===== config.mk =====
export PLATFORM = sky130hd
export DESIGN_NAME = irq_generator
export DESIGN_NICKNAME = d
export VERILOG_FILES = /design/src/rtl/irq_generator.sv
export SDC_FILE = /design/constraint.sdc
export NUM_CORES = 1
export LEC_CHECK = 0
export ABC_AREA = 1
export BUFFER_PORTS_ARGS = -buffer_cell sky130_fd_sc_hd__buf_2
export CORE_ASPECT_RATIO = 0.75
export CORE_MARGIN = 3
export CORE_UTILIZATION = 49
export CTS_CLUSTER_SIZE = 12
export DETAILED_ROUTE_END_ITERATION = 10
export PLACE_DENSITY = 0.85
export SLEW_MARGIN = 10
export SYNTH_ARGS = -nofsm -noshare
export SYNTH_HDL_FRONTEND = slang
export SYNTH_SLANG_ARGS = --single-unit
export TNS_END_PERCENT = 5

===== constraint.sdc =====
create_clock -name clk -period 0.98 [get_ports clk]
set_clock_uncertainty 0.2 [all_clocks]
set_input_delay 0.049 -clock clk [delete_from_list [all_inputs] [get_ports clk]]
set_output_delay 0.049 -clock clk [all_outputs]
set_load 0.005 [all_outputs]

===== src/rtl/irq_generator.sv =====
// -----------------------------------------------------------------------------
// irq_generator
//
// Memory-mapped interrupt controller. It collects rising edges on 16 event
// lines, software set requests and an optional periodic timer into a sticky
// PENDING register. PENDING is gated by ENABLE (bit 0 is an NMI and is never
// masked) and driven out as registered level interrupts.
//
// Register map (32-bit bus, full-address decode):
//   0xFFFF_FF10  PENDING    read; write-1-to-clear
//   0xFFFF_FF14  ENABLE     read/write, bits 15:0
//   0xFFFF_FF18  SWSET      write-1-to-set pending; reads 0
//   0xFFFF_FF1C  TIMER_CMP  read/write, bits TIMER_W-1:0 (timer build only)
//
// Optional feature: define IRQ_TIMER_EN to build the periodic timer source
// on pending[1]. Without it TIMER_CMP reads 0 and ignores writes.
//
// Ports:
//   clk           sole clock, rising edge
//   rst_n         asynchronous active-low reset
//   event_in      peripheral event levels (rising edge = event)
//   data_address  CPU data-bus address
//   write_en      bus write strobe
//   write_data    bus write data
//   read_data     registered read data for the previous-cycle address
//   irq_out       level interrupt lines, bit 0 = NMI
// -----------------------------------------------------------------------------
module irq_generator #(
  parameter int unsigned TIMER_W = 32
) (
  input  logic        clk,
  input  logic        rst_n,
  input  logic [15:0] event_in,
  input  logic [31:0] data_address,
  input  logic        write_en,
  input  logic [31:0] write_data,
  output logic [31:0] read_data,
  output logic [15:0] irq_out
);

  localparam logic [31:0] ADDR_PENDING = 32'hFFFF_FF10;
  localparam logic [31:0] ADDR_ENABLE  = 32'hFFFF_FF14;
  localparam logic [31:0] ADDR_SWSET   = 32'hFFFF_FF18;
  localparam logic [31:0] ADDR_CMP     = 32'hFFFF_FF1C;

  logic [15:0] event_q;
  logic [15:0] pending_q, pending_d;
  logic [15:0] enable_q,  enable_d;
  logic [15:0] irq_q,     irq_d;
  logic [31:0] rdata_q,   rdata_d;

  logic wr_pending, wr_enable, wr_swset, wr_cmp;
  logic timer_hit;
  logic [31:0] cmp_rd;

  assign wr_pending = write_en && (data_address == ADDR_PENDING);
  assign wr_enable  = write_en && (data_address == ADDR_ENABLE);
  assign wr_swset   = write_en && (data_address == ADDR_SWSET);
  assign wr_cmp     = write_en && (data_address == ADDR_CMP);

  // Upper write-data bits are only meaningful for a full-width TIMER_CMP.
  logic unused_wdata_hi;
  assign unused_wdata_hi = ^write_data[31:16];

`ifdef IRQ_TIMER_EN
  logic [TIMER_W-1:0] cnt_q, cnt_d;
  logic [TIMER_W-1:0] cmp_q, cmp_d;

  // Counter runs 0..cmp-1 and fires on the wrap, giving one event every
  // cmp cycles. Writing TIMER_CMP restarts the period from zero.
  always_comb begin
    cnt_d     = cnt_q;
    cmp_d     = cmp_q;
    timer_hit = 1'b0;
    if (wr_cmp) begin
      cmp_d = write_data[TIMER_W-1:0];
      cnt_d = '0;
    end else if (cmp_q == '0) begin
      cnt_d = '0;
    end else if (cnt_q == cmp_q - TIMER_W'(1)) begin
      cnt_d     = '0;
      timer_hit = 1'b1;
    end else begin
      cnt_d = cnt_q + TIMER_W'(1);
    end
  end

  always_ff @(posedge clk or negedge rst_n) begin
    if (!rst_n) begin
      cnt_q <= '0;
      cmp_q <= '0;
    end else begin
      cnt_q <= cnt_d;
      cmp_q <= cmp_d;
    end
  end

  assign cmp_rd = 32'(cmp_q);
`else
  logic unused_wr_cmp;
  assign unused_wr_cmp = wr_cmp;
  assign timer_hit     = 1'b0;
  assign cmp_rd        = '0;
`endif

  // NOTE: every output of a combinational block gets a default first, so no
  // path leaves it unassigned and no latch is inferred.
  always_comb begin
    logic [15:0] set_mask;
    logic [15:0] clr_mask;

    set_mask = event_in & ~event_q;
    if (wr_swset) set_mask = set_mask | write_data[15:0];
    set_mask[1] = set_mask[1] | timer_hit;

    clr_mask = wr_pending ? write_data[15:0] : 16'h0000;

    // Clear is applied before set so a coincident source event wins.
    pending_d = (pending_q & ~clr_mask) | set_mask;

    enable_d = wr_enable ? write_data[15:0] : enable_q;

    // NMI (bit 0) bypasses the enable mask.
    irq_d = {pending_q[15:1] & enable_q[15:1], pending_q[0]};

    rdata_d = '0;
    case (data_address)
      ADDR_PENDING: rdata_d = {16'h0000, pending_q};
      ADDR_ENABLE:  rdata_d = {16'h0000, enable_q};
      ADDR_CMP:     rdata_d = cmp_rd;
      default:      rdata_d = '0;
    endcase
  end

  // NOTE: state registers use non-blocking assignments so all flops sample
  // pre-edge values; the asynchronous reset clears outputs without a clock.
  always_ff @(posedge clk or negedge rst_n) begin
    if (!rst_n) begin
      event_q   <= '0;
      pending_q <= '0;
      enable_q  <= '0;
      irq_q     <= '0;
      rdata_q   <= '0;
    end else begin
      event_q   <= event_in;
      pending_q <= pending_d;
      enable_q  <= enable_d;
      irq_q     <= irq_d;
      rdata_q   <= rdata_d;
    end
  end

  assign read_data = rdata_q;
  assign irq_out   = irq_q;

endmodule


# Word level (Yosys, flattened, before mapping)
# Cells that the tools add are included.
[word_totals]
reg_bits = 96
inputBits = 83
out_inout_bits = 48
[op_classes]
n_reduce_logical = 3
eq_ne = 3
muxes = 3
bitwise_logic = 7
[op_table]
columns = ["operator", "count"]
rows = [
  ["32-bit == test (second input constant)", 3],
  ["16-bit bitwise AND", 2],
  ["16-bit 2-to-1 mux", 2],
  ["16-bit inverter", 2],
  ["16-bit OR", 2],
  ["16-bit case mux with 2 select lines", 1],
  ["15-bit bitwise AND", 1],
  ["1-bit logical AND", 3],
]

# Logic depth before layout (Yosys ltp)
# Gate-level depths: netlist of the first run.
[logic_depth]
ltp_word = 6
depth_mapped = 10
mapped_depth_nobuf = 9

# Worst setup path before layout of the first run
# No wires, ideal clock.
[synth_path]
path_type = "input-to-reg"
from = "in data_address[5]"
to = "reg enable_q[10]"
setup_slack_ns = -0.199
n_path_buf = 1
arrival_ns = 0.862
t_required_ns = 0.663
stages = 9
setup_ns = 0.117
cell_sequence = "inv_1 > nand2_1 > nor2_2 > nand2_1 > nor2_4 > nand3_4 > buf_6 > nand2_1 > nand2_1"
[synth_via]
elab_chain_cells = 2
[synth_lines]
columns = ["item", "line", "text"]
rows = [
  ["start: declaration", "34", "input logic [31:0] data_address,"],
  ["32-bit == test", "57", "assign wr_enable = write_en && (data_address == ADDR_ENABLE);"],
  ["1-bit logical AND", "57", ""],
  ["end signal: assignment", "147", "enable_q <= enable_d;"],
  ["end: declaration", "48", "logic [15:0] enable_q, enable_d;"],
]
# No other way between the ends.
# A chain may end at the register's enable or synchronous reset.

# Final worst setup path of the first run
[layout_path]
from = "in data_address[2]"
to = "reg pending_q[14]"
[layout_via]
elab_chain_cells = 6
elab_cells_between_ends = 9
[layout_lines]
columns = ["item", "line", "text"]
rows = [
  ["32-bit == test", "56", "assign wr_pending = write_en && (data_address == ADDR_PENDING);"],
  ["1-bit logical AND", "56", ""],
  ["16-bit 2-to-1 mux", "116", "clr_mask = wr_pending ? write_data[15:0] : 16'h0000;"],
  ["16-bit inverter", "119", "pending_d = (pending_q & ~clr_mask) | set_mask;"],
  ["16-bit bitwise AND", "119", ""],
  ["16-bit OR *", "119", ""],
  ["named net pending_d[14]", "47", "logic [15:0] pending_q, pending_d;"],
  ["end signal: assignment", "146", "pending_q <= pending_d;"],
  ["end: declaration", "47", ""],
]
# Mark *: on every way through the listed nets, which the timed path passes. The rest lies on a longest branch.

==> key figures, run 1 <==
Outcome
  – Status: finished with violations
  – Failing checks: setup timing

Clock tree
  – H-tree depth: 3
  – Clk sinks: 80
  – Clock-pin slew on the worst setup and hold paths: about 0.09 ns
  – Worst-skew pair later-pin latency: 0.35 ns
  – Max clock buf depth: 2
  – Root buf cell: clkbuf_8
  – CTS Buf Count: 9
  – TritonCTS clock tree: yes

Power and ir drop
  – Internal: between 4000 and 5000 uW
  – Leak: 0.00282 uW
  – Net switching power: approximately 1500 uW
  – Sw Ratio: 24.0%
  – Reg power frac: 54.6%
  – Power Density: 1190 nW/um^2
  – Clock network power share: 36.2%
  – Maximum vdd drop: between 0.6 and 0.7 mV
  – Logic pwr share: roughly a tenth

Place
  – Placed cells: 606
  – HPWL after DPL: 5.79 mm
  – Post-DP Area: roughly 4300 sq um
  – Number of port buffers: 98
  – Final Wtd Congestion: between 0.8 and 0.9

Critical path
  – Crit start category: input port
  – Critical path data arrival time: 1.22 ns
  – CP Capture Type: flop
  – Worst path required time: 1.02 ns
  – CP max FO: 7
  – CP Class: input port to flop

Drt
  – Drt total wl: 11.1 mm
  – Met3 WL post-DR: 1.31 mm
  – Routed length per placed instance: 16.7 microns
  – Vias per cell: approximately 5.4
  – DRC viols: 0
  – Met2 Routed Length: 4.97 mm
  – Routed Antenna Nets: 0
  – Drt pass-1 iters: 6
  – First DRT Iteration DRCs: 536
  – Top Layer Used: met4
  – Wl on met1: 4.16 mm
  – Routed vias: 3,593

Global route
  – Initial antenna violation count: 1
  – First-pass GRT wire length: 14.7 mm
  – Vias in the first global route: 3,072
  – Total GRT Usage: 21.9%
  – Pin count of the biggest net entering global routing: 58
  – GRT Residual Overflow: 0

Synthesis
  – Syn Area/Cell: 8.75 sq um
  – Sequential element share of the synthesized area: a little over half
  – Synth Register Bits: 80
  – Syn. warnings: 0
  – Mapped cell area: 3640 sq um
  – Cells after Synth: 416
  – Yosys top cell area share: 55.0%
  – Synth unique cells: 19
  – Synth area leaders: dfrtp_1, nand2_1, nand4_1
  – Yosys top cell by area: dfrtp_1

Job
  – Maxcap violations: 0

Final layout
  – Post-route cell area: approximately 5100 sq um
  – Most common cell after layout, fill and taps aside: nand2_1
  – Final net count: 645
  – Layout cell share with drive strength beyond 1: 34.0%
  – Non-filler cells, final: approximately 670
  – Synth-to-layout area growth: 40.9%
  – Most frequent cells in the layout: nand2_1, buf_2, dfrtp_1

Die
  – Die ar.: 8510 sq um
  – Die X: 106 microns
  – Die H: 80.7 microns
  – Core Rows: 26
  – Starting Density: 52.1%
  – Ports: 131
  – Core area: 6990 sq um

Timing
  – Unrepaired setup endpoints after global routing: true
  – Final period utilization: 121%
  – Final setup fails: 79
  – Max Fclk: about 840 MHz
  – Crit path time final: 1.19 ns
  – Fin. Hold Viols: 0
  – Setup TNS: -7.17 ns
  – Max-slew violation count: 0
  – Worst setup margin: -0.206 ns

Hold path
  – Min-delay worst type: input port to asynchronous set/reset pin
[through the flow]
step	total power [uW]	worst slack (ns)	hold slack [ns]	util, %
floorplan	3580	-0.181	-0.447	-
global placement	3790	-0.379	-0.144	61.5
detailed placement	3810	-0.450	-0.140	61.5
CTS	6060	-0.118	0.0415	68.9
global route	6300	-0.236	0.0607	73.3
finish	6120	-0.206	0.0299	73.3
[power groups by stage]
| stage | combinational [uW] | sequential (uW) | clock [uW] |
|---|---|---|---|
| 6_report | 566 | 3340 | 2220 |
| 3_5_place_dp | 403 | 3410 | 0 |
| 2_1_floorplan | 175 | 3400 | 0 |
| 4_1_cts | 510 | 3340 | 2210 |
| 5_1_grt | 617 | 3340 | 2340 |
| 3_3_place_gp | 389 | 3400 | 0 |
[worst paths after layout]
check	from	end	slack (ns)	cells after the start
max	data_address[2]	pending_q[14]	-0.21	10
min	rst_n	irq_out[7]	0.03	3
max reg2reg	event_q[13]	pending_q[13]	-0.06	5
min reg2reg	pending_q[0]	irq_out[0]	0.27	0
max in group asynchronous	rst_n	enable_q[0]	0.30	3
min in group clk	write_en	enable_q[6]	0.09	4
[critical path: stages]
cell,delay (ns)
buf_6,0.09
inv_2,0.08
nand2_2,0.07
nor2_2,0.12
nand2_2,0.08
nor2_4,0.22
clkbuf_16,0.20
nand4_1,0.09
nand2_1,0.14
nand2_1,0.08
[layout make-up]
class | instances | area, sq um
clock buffer | 12 | 155
fill | 452 | 1860
inverter | 54 | 208
sequential | 80 | 2000
tap | 98 | 123
antenna | 1 | 2.50
clock inverter | 4 | 26.3
timing repair buffer | 155 | 1260
multi-input combinational | 262 | 1350
[repair_timing]
item,4_1_cts,5_1_grt
hold buffers,33,0
gates resized for setup,1,33
buffers inserted,0,4
hold endpoints to repair,128,0
cloned,0,6
pin swaps,13,29
endpoints found under the setup margin,63,80
[cell families after synthesis]
family                 after synthesis  synth area share, %
other                                1                0.103
DFF                                 80                 55.0
buffers and inverters               90                 12.7
and+or+nand+nor                    245                 32.2
[registers in the layout, indices dropped and copies added, names as in the netlist]
name and cells:
enable_q 16, event_q 16, irq_out 16, pending_q 16
read_data 16
[Yosys cell counts]
master / n
nor2_4: 3
nor2_2: 3
nor2_1: 7
inv_1: 53
buf_4: 24
nor3_2: 1
nand3_4: 1
clkbuf_1: 2
buf_6: 4
nand4_1: 32
nand2_1: 147
nand3_2: 11
inv_2: 1
conb_1: 1
nand3_1: 38
dfrtp_1: 80
buf_1: 1
buf_2: 5
nand2_2: 2
[routing by layer]
layer,vias to the layer above,track usage (%)
met3,73,5.78
met5,-,0
met4,0,9.57
met2,314,35.1
li1,1568,-
met1,1638,28.4
(Power assumes the default switching activity.)
==> run 2, diff against run 1 <==
Clock period 0.98 ns to 1.45 ns, I/O delays scaled along.
==> run 2 against run 1 <==
  * The flow now finishes without violations
  * Worst setup slack better by 0.35 ns
  * Register-to-register slack better by 0.54 ns
  * Wire length is 13% lower
  * Clock power is 34% lower
  * Non-clock buffer count is 10 lower
  * Sequential share of layout area is 2.6 points higher
  * Final cell count is 1.8% lower
  * Highest routed layer unchanged
==> key figures, run 2 (synthesis gave the netlist of run 1 again) <==
Clock tree
  – Max clock buf depth: 2 (unchanged)
  – Clock-pin slew on the worst setup and hold paths: 0.08 ns (about the same)
  – CTS Buf Count: 9 (unchanged)
  – Clk sinks: 80 (unchanged)
  – Worst-skew pair later-pin latency: 0.35 ns (about the same)
  – Root buf cell: clkbuf_8
  – H-tree depth: 3 (unchanged)
  – TritonCTS clock tree: yes
  – Postcts setup bufs: 0 (unchanged)

Timing
  – Final period utilization: 89.8%
  – Max-slew violation count: 0 (unchanged)
  – Unrepaired setup endpoints after global routing: false
  – Fin. Hold Viols: 0 (unchanged)
  – Final setup fails: 0 (-100%)
  – Crit path time final: 1.30 ns
  – Setup TNS: 0 ns (+7.17 ns)
  – Max Fclk: slightly below 800 MHz

Job
  – Maxcap violations: 0 (unchanged)

Critical path
  – Setup crit end: event_q[13]
  – CP max FO: 31 (+24)
  – RR Endpoint: read_data[6]
  – CP Class: input port to asynchronous set/reset pin
  – Worst path required time: 1.80 ns (+0.78 ns)
  – Critical path data arrival time: 1.65 ns (+0.43 ns)
  – Crit path launch: rst_n
  – Reg2reg path depth: 2 (-3)
  – Crit start category: input port
  – CP Capture Type: asynchronous set/reset pin
  – Reg2Reg Launch Point: pending_q[6]
  – R2r setup slk: 0.48 ns (+0.54 ns)

Final layout
  – Layout cell share with drive strength beyond 1: 26.6% (-7.4 points)
  – Most frequent cells in the layout: nand2_1, buf_2, dfrtp_1
  – Final net count: 634 (-1.7%)
  – Synth-to-layout area growth: 32.2%
  – Post-route cell area: 4810 sq um (-6.1%)
  – Most common cell after layout, fill and taps aside: nand2_1
  – Fillers: 482 (+6.6%)
  – ANT cells: 0 (-1)

Drt
  – Vias per cell: 5.11 (-5.3%)
  – Routed Antenna Nets: 0 (unchanged)
  – Drt total wl: 9.66 mm (-13%)
  – Routed length per placed instance: 14.8 microns (-12%)
  – DRC viols: 0 (unchanged)
  – Routed vias: 3,342 (-7.0%)
  – Drt pass-1 iters: 6 (unchanged)
  – First DRT Iteration DRCs: 419 (-22%)

Die
  – Die X: 106 microns (unchanged)
  – Core Rows: 26 (unchanged)
  – Core area: 6990 sq um (unchanged)
  – Die ar.: 8510 sq um (unchanged)
  – Starting Density: 52.1% (unchanged)
  – Ports: 131 (unchanged)
  – Die H: 80.7 microns (unchanged)

Global route
  – GRT Residual Overflow: 0 (unchanged)
  – Pin count of the biggest net entering global routing: 34 (-41%)
  – Total GRT Usage: 23.3% (+1.4 points)
  – Gr busiest metal: met2
  – Vias in the first global route: 3,232 (+5.2%)
  – Met3 layer usage reported by global route: 5.46% (-0.32 points)
  – First-pass GRT wire length: 15.7 mm (+6.7%)
  – M1 GR Usage: 31.0% (+2.6 points)
  – M2 GR Usage: 37.3% (+2.2 points)
  – Initial antenna violation count: 0 (-1)

Place
  – HPWL after DPL: 6.13 mm (+5.8%)
  – Post-DP Area: 4250 sq um (-1.3%)
  – Final Wtd Congestion: 0.860 (-1.1%)
  – Number of port buffers: 98 (unchanged)

Hold path
  – Min-delay worst type: input port to flop

Power and ir drop
  – Leak: 0.00273 uW (-3.3%)
  – Maximum vdd drop: 0.385 mV (-37%)
  – Power Density: 848 nW/um^2 (-29%)

Outcome
  – Status: completed
-- run 2: repair_timing --
item | in CTS | in global routing
hold buffers | 35 | 0
gates resized for setup | 0 | 3
endpoints found under the hold margin | 128 | 0
endpoints found under the setup margin | 0 | 47
-- run 2: report_power, final --
part / total [uW] / leakage, uW / internal [uW] / switching, uW
Sequential: 2260 / 0.000992 / 2250 / 5.50
Combinational: 355 / 0.00165 / 171 / 184
Clock: 1470 / 0.0000891 / 673 / 799
Total: 4080 / 0.00273 / 3090 / 989
-- run 2: area by class of cell --
cell class                      instances  area, sq um  area share [%]
Clock buffer                           10          138            2.86
Clock inverter                          6         42.5           0.884
Tap cell                               98          123            2.55
Timing Repair Buffer                  145         1080            22.3
Multi-Input combinational cell        261         1230            25.6
Sequential cell                        80         2000            41.6
Inverter                               54          203            4.21
-- run 2: worst min-delay path by stage --
stage / startpoint / end / slack (ns) / cells after the start
final: data_address[3] / enable_q[1] / 0.03 / 6
after global routing: data_address[3] / enable_q[1] / 0.08 / 6
after CTS: data_address[3] / enable_q[1] / 0.009 / 6
after detailed placement: rst_n / read_data[9] / -0.20 / 1
after global placement: rst_n / irq_out[9] / -0.21 / 1
after floorplan: rst_n / enable_q[0] / -0.42 / 0
-- run 2: stage by stage --
stage | power (uW) | hold WS (ns) | util [%] | setup slack (ns) | instances
global route | 4250 | 0.0750 | 68.8 | 0.0641 | 654
finish | 4080 | 0.0253 | 68.8 | 0.149 | 654
global placement | 2560 | -0.205 | 60.7 | 0.0663 | 602
floorplan | 2410 | -0.423 | - | 0.248 | 431
CTS | 4090 | 0.00864 | 68.3 | 0.0519 | 653
detailed placement | 2570 | -0.204 | 60.7 | 0.00178 | 602
-- run 2: critical path, cell delays in order --
cell,delay [ns]
dlygate4sd3_1,0.52
dlygate4sd3_1,0.56
buf_6,0.25
buf_12,0.24
-- run 2: per-layer routing --
layer,up-vias,share of wire (%)
met5,-,0
met4,0,3.2
met3,42,11
met2,253,46
met1,1506,39
li1,1541,-
==> run 3, diff against run 2 <==
Settings changed: CAP_MARGIN set to 20, CELL_PAD_IN_SITES_DETAIL_PLACEMENT set to 1, CELL_PAD_IN_SITES_GLOBAL_PLACEMENT set to 1, CORE_UTILIZATION 49 to 39, PLACE_DENSITY 0.85 to 0.91.
==> run 3 against run 2 <==
  * Sequential cell count unchanged
  * Critical path depth rose by 6
  * Highest routed layer unchanged
  * Count of clock-buffer cells in the layout decreased by 1
==> key figures, run 3 (synthesis gave the netlist of run 1 again) <==
Outcome
  – Status: completed

Critical path
  – Worst-path cell chain: buf_2 -> inv_1 -> nand2_1 -> nor3_2 -> nand2_1 -> nor2_4 -> buf_12 -> buf_12 -> nand4_1 -> nand2_1
  – Reg2Reg Launch Point: event_q[9]
  – Crit-path most repeated cell: nand2_1
  – CP Capture Type: flop
  – Critical path data arrival time: 1.42 ns (-0.23 ns)
  – Crit path launch: data_address[0]
  – CP max FO: 13 (-58%)
  – CP Class: input port to flop
  – Crit start category: input port
  – Worst path required time: 1.51 ns (-0.29 ns)
  – Crit-path slowest cell: nor2_4
  – Worst path max stage delay: 0.21 ns (-0.35 ns)

Drt
  – DRC viols: 0 (unchanged)
  – Drt pass-1 iters: 4 (-2)
  – Routed length per placed instance: 20.3 microns (+37%)
  – Routed vias: 3,563 (+6.6%)
  – Vias per cell: 5.25 (+2.7%)
  – Drt total wl: 13.8 mm (+43%)
  – First DRT Iteration DRCs: 255 (-39%)
  – Routed Antenna Nets: 0 (unchanged)

Global route
  – GRT Residual Overflow: 0 (unchanged)
  – Vias in the first global route: 3,896 (+21%)
  – Total GRT Usage: 26.2% (+2.9 points)
  – Pin count of the biggest net entering global routing: 49 (+44%)
  – First-pass GRT wire length: 21.3 mm (+36%)
  – Initial antenna violation count: 0 (unchanged)

Clock tree
  – Clock-pin slew on the worst setup and hold paths: 0.06 ns (-0.02 ns)
  – CTS Buf Count: 9 (unchanged)
  – Clk sinks: 80 (unchanged)
  – Root buf cell: clkbuf_16
  – Worst-skew pair later-pin latency: 0.34 ns (about the same)
  – Max clock buf depth: 2 (unchanged)
  – H-tree depth: 3 (unchanged)
  – TritonCTS clock tree: yes

Place
  – Placed cells: 629 (+4.5%)
  – Number of port buffers: 98 (unchanged)
  – Final Wtd Congestion: 0.826 (-3.9%)
  – HPWL after DPL: 7.59 mm (+24%)

Final layout
  – Synth-to-layout area growth: 36.8%
  – Layout cell share with drive strength beyond 1: 26.7% (+0.048 points)
  – ANT cells: 0 (unchanged)
  – Fillers: 1,056 (+120%)
  – Most frequent cells in the layout: nand2_1, buf_2, dfrtp_1
  – Most common cell after layout, fill and taps aside: nand2_1
  – Non-filler cells, final: 679 (+3.8%)
  – Final net count: 634 (unchanged)

Die
  – Ports: 131 (unchanged)
  – Core area: 8780 sq um (+26%)
  – Die H: 89.7 microns (+11%)
  – Die ar.: 10,500 sq um (+24%)
  – Starting Density: 41.5% (-11 points)
  – Die X: 118 microns (+11%)
  – Core Rows: 29 (+12%)

Timing
  – Final setup fails: 0 (unchanged)
  – Fin. Hold Viols: 0 (unchanged)
  – Max Fclk: 735 MHz (-4.3%)
  – Setup TNS: 0 ns (unchanged)
  – Crit path time final: 1.36 ns (+0.0586 ns)
  – Max-slew violation count: 0 (unchanged)
  – Final period utilization: 93.8% (+4.0 points)

Job
  – Maxcap violations: 0 (unchanged)

Power and ir drop
  – Power Density: 1050 nW/um^2 (+24%)
  – Internal: 4080 uW (+32%)
  – Logic pwr share: 6.9% (-1.8 points)
  – Leak: 0.00279 uW (+2.2%)
  – Net switching power: 1140 uW (+15%)
  – Sw Ratio: 21.8% (-2.5 points)
  – Clock network power share: 49.7% (+14 points)
  – Post-layout power: 5220 uW (+28%)
  – Maximum vdd drop: 0.712 mV (+85%)
  – Reg power frac: 43.3% (-12 points)

Hold path
  – Min-delay worst type: input port to asynchronous set/reset pin
## run 3: cell count changes in the layout (fill, tap and decap cells not counted), sizes merged, moves of 2 or more
| cell | delta |
|---|---|
| clkbuf | -2 |
| bufinv | +3 |
| inv | -2 |
| clkinvlp | -2 |
| buf | +2 |
## run 3: final timing paths
kind,slack [ns],depth (start not counted),endpoint
max in group asynchronous,0.39,3,irq_out[15]
min reg2reg,0.29,0,irq_out[0]
max,0.09,10,enable_q[6]
min,0.08,3,read_data[3]
min in group clk,0.10,6,enable_q[2]
max reg2reg,0.43,5,pending_q[9]
## run 3: stage by stage
stage / hold slack, ns / utilization (%) / area [sq um] / worst slack [ns]
2_1_floorplan: -0.423 / - / 3700 / 0.248
4_1_cts: 0.0737 / 56.5 / 4960 / 0.174
6_report: 0.0770 / 56.7 / 4980 / 0.0899
5_1_grt: 0.105 / 56.7 / 4980 / -0.0394
3_5_place_dp: -0.313 / 48.8 / 4290 / -0.131
3_3_place_gp: -0.314 / 48.8 / 4290 / -0.0120
## run 3: worst max-delay path: cells and delay by family
family,cells,cell delay [ns]
buffers and inverters,4,0.45
AND/OR/NAND/NOR,6,0.89
## run 3: area by class of cell
type / count / area, sq um / area share (%)
Multi-Input combinational cell: 261 / 1230 / 24.7
Sequential cell: 80 / 2000 / 40.2
Inverter: 54 / 203 / 4.07
Timing Repair Buffer: 145 / 1060 / 21.2
Clock buffer: 9 / 225 / 4.52
Clock inverter: 6 / 109 / 2.19
Tap cell: 124 / 155 / 3.11
## run 3: power groups by stage
stage / sequential (uW) / clock [uW] / combinational [uW]
finish: 2260 / 2600 / 361
global route: 2260 / 2730 / 400
CTS: 2260 / 2590 / 347
detailed placement: 2300 / 0 / 265
global placement: 2300 / 0 / 247
floorplan: 2300 / 0 / 111
## run 3: timing repair
action / in CTS / in global routing
hold buffers: 34 / 0
resized for setup: 0 / 0
hold endpoints to repair: 128 / 0
buffers inserted: 0 / 1
setup endpoints to repair: 0 / 16
## run 3: per-layer routing
layer	global-route usage (%)	routed length, microns
met5	0	0
met4	13.9	670
met3	6.26	1130
met2	45.0	6680
met1	31.6	5290
